`config.mk`:
```
export PLATFORM = sky130hd
export DESIGN_NAME = sal_apb_cfg_master
export DESIGN_NICKNAME = d
export VERILOG_FILES = /design/src/rtl/sal_cfg_pkg.sv /design/src/rtl/sal_apb_timeout_cnt.sv /design/src/rtl/sal_apb_cfg_master.sv
export SDC_FILE = /design/constraint.sdc
export NUM_CORES = 1
export LEC_CHECK = 0
export ABC_AREA = 1
export CAP_MARGIN = 0
export CELL_PAD_IN_SITES_DETAIL_PLACEMENT = 0
export CELL_PAD_IN_SITES_GLOBAL_PLACEMENT = 1
export CORE_MARGIN = 4
export CORE_UTILIZATION = 31
export DETAILED_ROUTE_END_ITERATION = 12
export PLACE_DENSITY_LB_ADDON = 0.1
export SYNTH_ARGS = -nofsm -noshare
export SYNTH_HDL_FRONTEND = slang
export SYNTH_HIERARCHICAL = 1
export SYNTH_SLANG_ARGS = --single-unit
```
`constraint.sdc`:
```
create_clock -name clk -period 2.4 [get_ports clk]
set_input_delay 0.48 -clock clk [delete_from_list [all_inputs] [get_ports clk]]
set_output_delay 0.48 -clock clk [all_outputs]
set_load 0.01 [all_outputs]
```
`src/rtl/sal_cfg_pkg.sv`:
```
// Shared definitions for the APB configuration master and the boot tables
// that feed it: FSM states, error codes and the timing-register map.
package sal_cfg_pkg;

  typedef enum logic [2:0] {
    IDLE,
    W_SETUP,
    W_ACCESS,
    R_SETUP,
    R_ACCESS,
    FINISH
  } state_t;

  localparam logic [1:0] ERR_NONE     = 2'd0;
  localparam logic [1:0] ERR_SLVERR   = 2'd1;
  localparam logic [1:0] ERR_MISMATCH = 2'd2;
  localparam logic [1:0] ERR_TIMEOUT  = 2'd3;

  // Byte offsets of the DRAM timing registers inside the config block
  localparam int T_RCD = 'h000;
  localparam int T_RP  = 'h004;
  localparam int T_RAS = 'h008;
  localparam int T_RC  = 'h00C;
  localparam int T_WR  = 'h010;
  localparam int T_RTW = 'h014;

endpackage

```
`src/rtl/sal_apb_timeout_cnt.sv`:
```
// Loadable down-counter that flags when an APB ACCESS phase has used up its
// wait budget. Loaded in SETUP with TIMEOUT-1, it reaches zero on the
// TIMEOUT-th ACCESS cycle that sees pready low.
module sal_apb_timeout_cnt #(
  parameter int TIMEOUT = 255
) (
  input  logic clk,
  input  logic rst,
  input  logic load,
  input  logic dec,
  output logic expired
);

  localparam int CW = $clog2(TIMEOUT + 1);

  logic [CW-1:0] cnt;

  // Reload at every SETUP, count down once per stalled ACCESS cycle
  always_ff @(posedge clk or posedge rst) begin
    if (rst) begin
      cnt <= '0;
    end else if (load) begin
      cnt <= CW'(TIMEOUT - 1);
    end else if (dec && (cnt != '0)) begin
      cnt <= cnt - CW'(1);
    end
  end

  assign expired = (cnt == '0);

endmodule

```
`src/rtl/sal_apb_cfg_master.sv`:
```
// APB requester that walks a (address, data) table, writing each entry and
// optionally reading it back for comparison. Reports sticky done/error with
// the failing entry index.
module sal_apb_cfg_master
  import sal_cfg_pkg::*;
#(
  parameter int  ADDR_W   = 12,
  parameter int  DATA_W   = 32,
  parameter int  NUM_REGS = 10,
  parameter int  VERIFY   = 1,
  parameter int  TIMEOUT  = 255,
  localparam int IW       = $clog2(NUM_REGS) + 1
) (
  input  logic              clk,
  input  logic              rst,
  input  logic              start,
  output logic              busy,
  output logic              done,
  output logic              error,
  output logic [1:0]        err_code,
  output logic [IW-1:0]     err_idx,
  output logic [IW-1:0]     tbl_idx,
  input  logic [ADDR_W-1:0] tbl_addr,
  input  logic [DATA_W-1:0] tbl_data,
  output logic [ADDR_W-1:0] paddr,
  output logic              psel,
  output logic              penable,
  output logic              pwrite,
  output logic [DATA_W-1:0] pwdata,
  input  logic [DATA_W-1:0] prdata,
  input  logic              pready,
  input  logic              pslverr
);

  state_t        state, state_next;
  logic [IW-1:0] idx_q;
  logic          load_entry, start_walk, set_err, advance;
  logic          tmo_load, tmo_dec, tmo_expired;
  logic [1:0]    err_next;
  logic          last_entry;

  assign last_entry = (idx_q == IW'(NUM_REGS - 1));

  sal_apb_timeout_cnt #(
    .TIMEOUT (TIMEOUT)
  ) u_timeout (
    .clk     (clk),
    .rst     (rst),
    .load    (tmo_load),
    .dec     (tmo_dec),
    .expired (tmo_expired)
  );

  // Next state, APB phase outputs and the table lookup index. tbl_idx points
  // at the entry about to be captured so its address/data arrive in time to
  // be registered on entry to W_SETUP.
  always_comb begin
    state_next = state;
    tbl_idx    = idx_q;
    load_entry = 1'b0;
    start_walk = 1'b0;
    set_err    = 1'b0;
    err_next   = ERR_NONE;
    advance    = 1'b0;
    tmo_load   = 1'b0;
    tmo_dec    = 1'b0;
    busy       = 1'b0;
    psel       = 1'b0;
    penable    = 1'b0;
    pwrite     = 1'b0;
    unique case (state)
      IDLE: begin
        if (start) begin
          start_walk = 1'b1;
          tbl_idx    = '0;
          load_entry = 1'b1;
          state_next = W_SETUP;
        end
      end
      W_SETUP: begin
        busy       = 1'b1;
        psel       = 1'b1;
        pwrite     = 1'b1;
        tmo_load   = 1'b1;
        state_next = W_ACCESS;
      end
      W_ACCESS: begin
        busy    = 1'b1;
        psel    = 1'b1;
        penable = 1'b1;
        pwrite  = 1'b1;
        if (pready) begin
          if (pslverr) begin
            set_err  = 1'b1;
            err_next = ERR_SLVERR;
          end else if (VERIFY != 0) begin
            state_next = R_SETUP;
          end else begin
            advance = 1'b1;
          end
        end else if (tmo_expired) begin
          set_err  = 1'b1;
          err_next = ERR_TIMEOUT;
        end else begin
          tmo_dec = 1'b1;
        end
      end
      R_SETUP: begin
        busy       = 1'b1;
        psel       = 1'b1;
        tmo_load   = 1'b1;
        state_next = R_ACCESS;
      end
      R_ACCESS: begin
        busy    = 1'b1;
        psel    = 1'b1;
        penable = 1'b1;
        if (pready) begin
          if (pslverr) begin
            set_err  = 1'b1;
            err_next = ERR_SLVERR;
          end else if (prdata != pwdata) begin
            set_err  = 1'b1;
            err_next = ERR_MISMATCH;
          end else begin
            advance = 1'b1;
          end
        end else if (tmo_expired) begin
          set_err  = 1'b1;
          err_next = ERR_TIMEOUT;
        end else begin
          tmo_dec = 1'b1;
        end
      end
      FINISH: begin
        state_next = IDLE;
      end
      default: begin
        state_next = IDLE;
      end
    endcase
    if (set_err) begin
      state_next = FINISH;
    end
    if (advance) begin
      if (last_entry) begin
        state_next = FINISH;
      end else begin
        tbl_idx    = idx_q + IW'(1);
        load_entry = 1'b1;
        state_next = W_SETUP;
      end
    end
  end

  // FSM state register; reset drops psel/penable immediately
  always_ff @(posedge clk or posedge rst) begin
    if (rst) begin
      state <= IDLE;
    end else begin
      state <= state_next;
    end
  end

  // Entry capture for the APB address/data and sticky walk status
  always_ff @(posedge clk or posedge rst) begin
    if (rst) begin
      idx_q    <= '0;
      paddr    <= '0;
      pwdata   <= '0;
      done     <= 1'b0;
      error    <= 1'b0;
      err_code <= ERR_NONE;
      err_idx  <= '0;
    end else begin
      if (load_entry) begin
        idx_q  <= tbl_idx;
        paddr  <= tbl_addr;
        pwdata <= tbl_data;
      end
      if (start_walk) begin
        done     <= 1'b0;
        error    <= 1'b0;
        err_code <= ERR_NONE;
        err_idx  <= '0;
      end
      if (set_err) begin
        error    <= 1'b1;
        err_code <= err_next;
        err_idx  <= idx_q;
      end
      if (state == FINISH) begin
        done <= ~error;
      end
    end
  end

endmodule

```
==> impl_results.md, run 1 <==
- Unrepaired setup endpoints after global routing: true
- Synth area leaders: dfrtp_1 (47%), nand2_1 (18%), nand3_1 (9.0%), xnor2_1 (5.5%), inv_1 (4.8%)
- CTS tree: built
- Seq pwr share: 28.3%
- Reg2Reg Depth: 20
- Core Region: 0.01152 mm2
- Worst-path clk slew: about 60 ps
- Internal power: 4491 uW
- Clock share of power: approximately 23%
- Area Growth Syn to Fin: 72.17%
- Post-Syn Area per Cell: ~7.6 um2
- Routed wl met3: 780 um
- # rows: 39
- DP Wirelength: approximately 8400 um
- Final setup viols: 14
- Asr flop ratio synth: 100.0%
- Largest net degree at the start of global routing: slightly above 60
- Met1 WL: around 4800 um
- Placed Instances: 817
- First-pass GRT wire length: between 15000 and 20000 um
- Total Routing Usage GR: about 18%
- Die outline height: ~120 um
- Hold crit path type: in -> async
- Cell area after synthesis: 0.003686 mm2
- Remaining routing DRC violations: 0
- Worst skew pair latency: between 300 and 400 ps
- Fmax: between 0.3 and 0.4 GHz
- Synth cell types: 30
- Final cell count without fillers: roughly 850
- Switching pwr: 2456 uW
- Die Area: ~0.014 mm2
- Register bit total from synthesis: 69
- Slew headroom: 73.54%
- Post-synthesis net count: around 570
- Predominant post-synthesis flop cell: dfrtp_1
- Period Utilization, post-route: 104.3%
- Post-DRT Antenna Nets: 0
- Total number of vias: slightly below 4000
- Final nets: roughly 790
- Worst Clk Skew: 6.290 ps
- CP max-delay cell: clkdlybuf4s50_1
- Clock root cell: clkbuf_16
- Setup WS post-layout: -103.3 ps
- Count leader, synth: nand2_1
- Tmin final: roughly 2500 ps
- Sw Share: approximately 35%
- EDFF count, synth: 0
- P per Cell Area: 1095 mW/mm2
- 1st-pass router iterations: 6
- Yosys top cell by area: dfrtp_1
- GP Congestion: between 0.8 and 0.9
- Max layer used: met5
- Initial antenna violation count: 2
- CP required: roughly 1900 ps
- Worst path top cell family by delay: buffers and inverters
- Fillers: roughly 1100
- Critical path depth: 6
- Crit path launch type: input port
- Syn. warnings: 6
- # IOs: 143
- Violations in the final reports: negative setup slack
- Num CTS Buffers: 9
- Slew Limit Fails: 0
- Worst Path Max Fanout: 6
- CTS sink cnt: ~70
- # H-tree levels: 3
- Synth top area share: ~47%
- Pleak: between 0.003 and 0.004 uW
- IO Port Bufs: 142
- Buf+Inv Stages, Crit Path: 3
- Layout cell share with drive strength beyond 1: 20.59%
- Pwr Total: between 6000 and 7000 uW
- Sequence of cells on the critical path: clkdlybuf4s50_1, inv_1, nor3_4, nand4_4, o22ai_2, buf_2
- Outcome: complete, but fails checks
- Placed instance area: around 0.0057 mm2
- Routed len/inst: roughly 14 um
- Crit path DAT: 2020 ps
- Post-Synthesis Cells: around 480
- Routed WL: between 10000 and 15000 um
- Max cap viols: 0
- Setup tns final: -504.1 ps
- Initial Util: between 30% and 40%
- Post-synth top cells: nand2_1 (178), dfrtp_1 (69), nand3_1 (66)
- CP Class: in -> out
- Final Instance Area: ~0.0063 mm2
- Clock buffer depth: 2
- Utilization after layout: a little under three fifths
- Vias/cell: 4.559
- Crit path largest cell delay: around 480 ps
- Aggregate global routing overflow: 0
- Post-synthesis sequential area ratio: between 40% and 50%
- Met2 wire length: ~6000 um
- Worst-Margin Slew: just under 400 ps
- Die width: about 120 um
- Maximum VDD drop: about 0.55 mV
- DRT iter0 DRCs: 147
- Kind of end point of the critical path: primary output
- Comb pwr share: 49.2%
- Vias in the first global route: roughly 4000
- Final hold violations: 0
-- cells in the final DEF (no fill, tap or decap), types with 6 or more instances in the layout --
cell type        instances
buf_4                   75
clkbuf_16                9
clkdlybuf4s50_1        101
dfrtp_1                 69
dlygate4sd2_1           35
inv_1                   45
inv_2                    6
nand2_1                174
nand3_1                 54
nand3_2                 11
nand4_1                  6
nor2_1                  24
o21ai_0                 16
xnor2_1                 21
-- final cells by class --
class	count	area, um2	share of cell area [%]
multi-input cells	349	1882	29.65
repair buffers	224	2016	31.76
well taps	143	178.9	2.819
clock inverters	6	110.1	1.735
flip-flops and latches	69	1727	27.21
clock buffers	10	239.0	3.766
diodes	1	2.502	0.03943
inverters	51	191.4	3.017
-- logic make-up after synthesis --
group | synth area share (%)
AOI/OAI and AO/OA | 3.700
xor gates and xnor gates | 5.703
adders and majority gates | 1.358
buffers and inverters | 7.468
DFF | 46.84
muxes | 0.5431
and+or+nand+nor | 34.39
-- per-stage QoR --
stage / hold WS [ps] / setup slack (ps)
6_report: 458.7 / -103.3
5_1_grt: 518.4 / -304.0
4_1_cts: 463.5 / -199.4
3_5_place_dp: 486.2 / -846.0
3_3_place_gp: 484.5 / -800.5
2_1_floorplan: 295.7 / 248.4
-- state kept, by name, summed over array words and instances (netlist names) --
signal / flops
pwdata: 32
paddr: 12
u_timeout/cnt: 8
err_idx: 5
idx_q: 5
state: 3
err_code: 2
done: 1
error: 1
-- per-layer routing --
| metal | up-vias | global-route usage, % |
|---|---|---|
| met2 | 92 | 29.62 |
| met5 | - | 0 |
| met4 | 2 | 5.810 |
| met3 | 14 | 6.272 |
| li1 | 1958 | - |
| met1 | 1823 | 20.86 |
-- what timing repair did --
item	in CTS	in global routing
endpoints found under the hold margin	0	0
resized for setup	75	27
hold buffers	0	0
cloned	1	0
pin swaps	48	11
buffers inserted	13	5
endpoints found under the setup margin	54	61
-- path summary, 6_finish.rpt --
check | from | to | slack [ps]
min in group clk | err_code[0] | err_code[0] | 500
max in group asynchronous | rst | err_idx[3] | 1560
min reg2reg | err_code[0] | err_code[0] | 500
min | rst | u_timeout/cnt[4] | 460
max reg2reg | pwdata[26] | state[0] | -30
max | pready | tbl_idx[1] | -100
-- power by group through the flow --
| stage | Combinational [uW] | Sequential, uW | Clock (uW) |
|---|---|---|---|
| after floorplan | 1360 | 2160 | 0 |
| after global placement | 3330 | 1970 | 0 |
| after detailed placement | 3360 | 1970 | 0 |
| after CTS | 3360 | 1960 | 1610 |
| after global routing | 3790 | 2040 | 1640 |
| final | 3420 | 1970 | 1560 |
(Power assumes the default switching activity.)
==> run 2, diff against run 1 <==
Settings changed: CORE_UTILIZATION 31 to 35, DONT_BUFFER_PORTS set to 1, RECOVER_POWER set to 50.
==> impl_results.md, run 2 (synthesized netlist as in run 1, its figures left out) <==
- Layout cell share with drive strength beyond 1: roughly 22%
- Final nets: slightly above 600
- Routed len/inst: ~16 um
- Largest regs: pwdata: 32 flops, paddr: 12 flops, u_timeout/cnt: 8 flops
- # rows: 37
- # H-tree levels: 3
- Largest net degree at the start of global routing: 49
- Slew headroom: around 36%
- Die width: ~110 um
- CP Class: reg -> out
- CP required: about 1900 ps
- Most common cell after layout, fill and taps aside: nand2_1
- CTS sink cnt: 69
- Crit path largest cell delay: 460 ps
- Routed WL: roughly 10000 um
- DRT iter0 DRCs: 121
- DP Wirelength: between 7000 and 8000 um
- Final setup viols: 5
- Utilization after layout: between 40% and 50%
- Worst skew pair latency: around 350 ps
- Clock root cell: clkbuf_8
- 1st-pass router iterations: 4
- Worst-path clk slew: 80 ps
- Initial Util: a little over a third
- First-pass GRT wire length: between 15000 and 20000 um
- Most frequent cells in the layout: nand2_1 (175), nand3_1 (61), dfrtp_1 (54)
- Pleak: 0.002321 uW
- Final hold violations: 0
- Vias in the first global route: between 3000 and 4000
- Slew Limit Fails: 0
- Max cap viols: 0
- Outcome: complete, but fails checks
- Total number of vias: approximately 3200
- Fmax: between 0.4 and 0.5 GHz
- Final Instance Area: ~0.0045 mm2
- Sequence of cells on the critical path: xnor2_2, nand2_1, nor2_1, nand2_1, nor2_4, nand4_4, nand2_2, o22ai_2, buf_4
- # IOs: ~140
- Aggregate global routing overflow: 0
- Violations in the final reports: negative setup slack
- Clock buffer depth: 2
- Num CTS Buffers: 9
- Worst-Margin Slew: 960.3 ps
- Maximum VDD drop: approximately 0.43 mV
- Crit path launch type: register
- CTS tree: built
- Hold crit path type: in -> async
- Number of flip-flops in the largest register: 32
- Total Routing Usage GR: about 17%
- Vias/cell: around 4.8
- Core Region: approximately 0.01 mm2
- Initial antenna violation count: 0
- Area Growth Syn to Fin: 22.51%
- IO Port Bufs: 0
- Setup WS post-layout: -65.32 ps
- Worst Clk Skew: about 14 ps
- Remaining routing DRC violations: 0
- Fin Hold WS: between 150 and 200 ps
- ANT cells: 0
- Worst Path Max Fanout: 7
- Period Utilization, post-route: 102.7%
- GP Congestion: 0.7851
- Most common cell on crit path: nand2_1
- Unrepaired setup endpoints after global routing: true
- P per Cell Area: about 1200 mW/mm2
- Die Area: between 0.01 and 0.015 mm2
- CP max-delay cell: dfrtp_2
- Die outline height: 110.6 um
- Post-DRT Antenna Nets: 0
- Kind of end point of the critical path: primary output
- Placed instance area: ~0.0040 mm2
- R2r setup slk: approximately 220 ps
- Crit path DAT: 1990 ps
- Final cell count without fillers: 667
- Tmin final: around 2500 ps
- Top reg by flops: pwdata
- Placed Instances: 633
-- run 2: cell types whose count changed in the layout (fill, tap and decap cells not counted), sizes merged --
cell	before	now
diode	1	0
bufinv	3	1
nand4	8	7
buf	87	44
clkdlybuf4s50	101	0
clkdlybuf4s15	1	0
clkbuf	10	12
dlygate4sd2	35	0
clkinv	1	5
clkinvlp	2	0
dlygate4sd3	0	1
-- run 2: worst max-delay path, delay by kind of cell, from the launching register on --
kind	cells	cell delay (ps)
compound gates	1	90
buf+inv	1	140
flops	1	460
xor+xnor	1	180
simple gates	6	770
-- run 2: per-stage QoR --
step / setup WS, ps / total power [uW] / TNS [ps]
after floorplan: 248.4 / 3522 / 0
after global placement: -35.44 / 4080 / -35.44
after detailed placement: -77.13 / 4117 / -145.1
after CTS: -153.7 / 5126 / -723.0
after global routing: -191.8 / 5676 / -859.6
final: -65.32 / 5209 / -243.5
-- run 2: area by class of cell --
type | instances | area, um2
clock buffer | 10 | 137.6
clock inverter | 6 | 62.56
fill | 1077 | 5762
inverter | 51 | 191.4
multi-input combinational | 348 | 1844
sequential | 69 | 1745
tap | 136 | 170.2
timing repair buffer | 47 | 364.1
-- run 2: worst paths after layout --
path,from,to,depth (start not counted)
worst max-delay path,pwdata[22],tbl_idx[1],9
worst min-delay path,rst,state[2],1
worst max register to register,pwdata[22],pwdata[17],10
worst min register to register,u_timeout/cnt[1],u_timeout/cnt[1],2
max in group asynchronous,rst,pwdata[6],2
min in group clk,tbl_data[19],pwdata[19],2
-- run 2: repair_timing --
action | 4_1_cts | 5_1_grt
hold buffers | 1 | 0
setup endpoints to repair | 10 | 42
buffers inserted | 7 | 10
pin swaps | 13 | 23
gates cloned | 0 | 0
resized for setup | 19 | 35
endpoints found under the hold margin | 8 | 0
-- run 2: layer usage --
metal	GRT usage (%)	routed length, um
met5	0	0
met4	5.665	182
met3	5.425	798
met2	26.70	5060
met1	21.36	4298
-- run 2: power breakdown --
| part | internal [uW] | switching (uW) | total, uW |
|---|---|---|---|
| Sequential | 1650 | 623 | 2270 |
| Combinational | 843 | 1120 | 1960 |
| Clock | 507 | 466 | 973 |
| Total | 3000 | 2210 | 5210 |
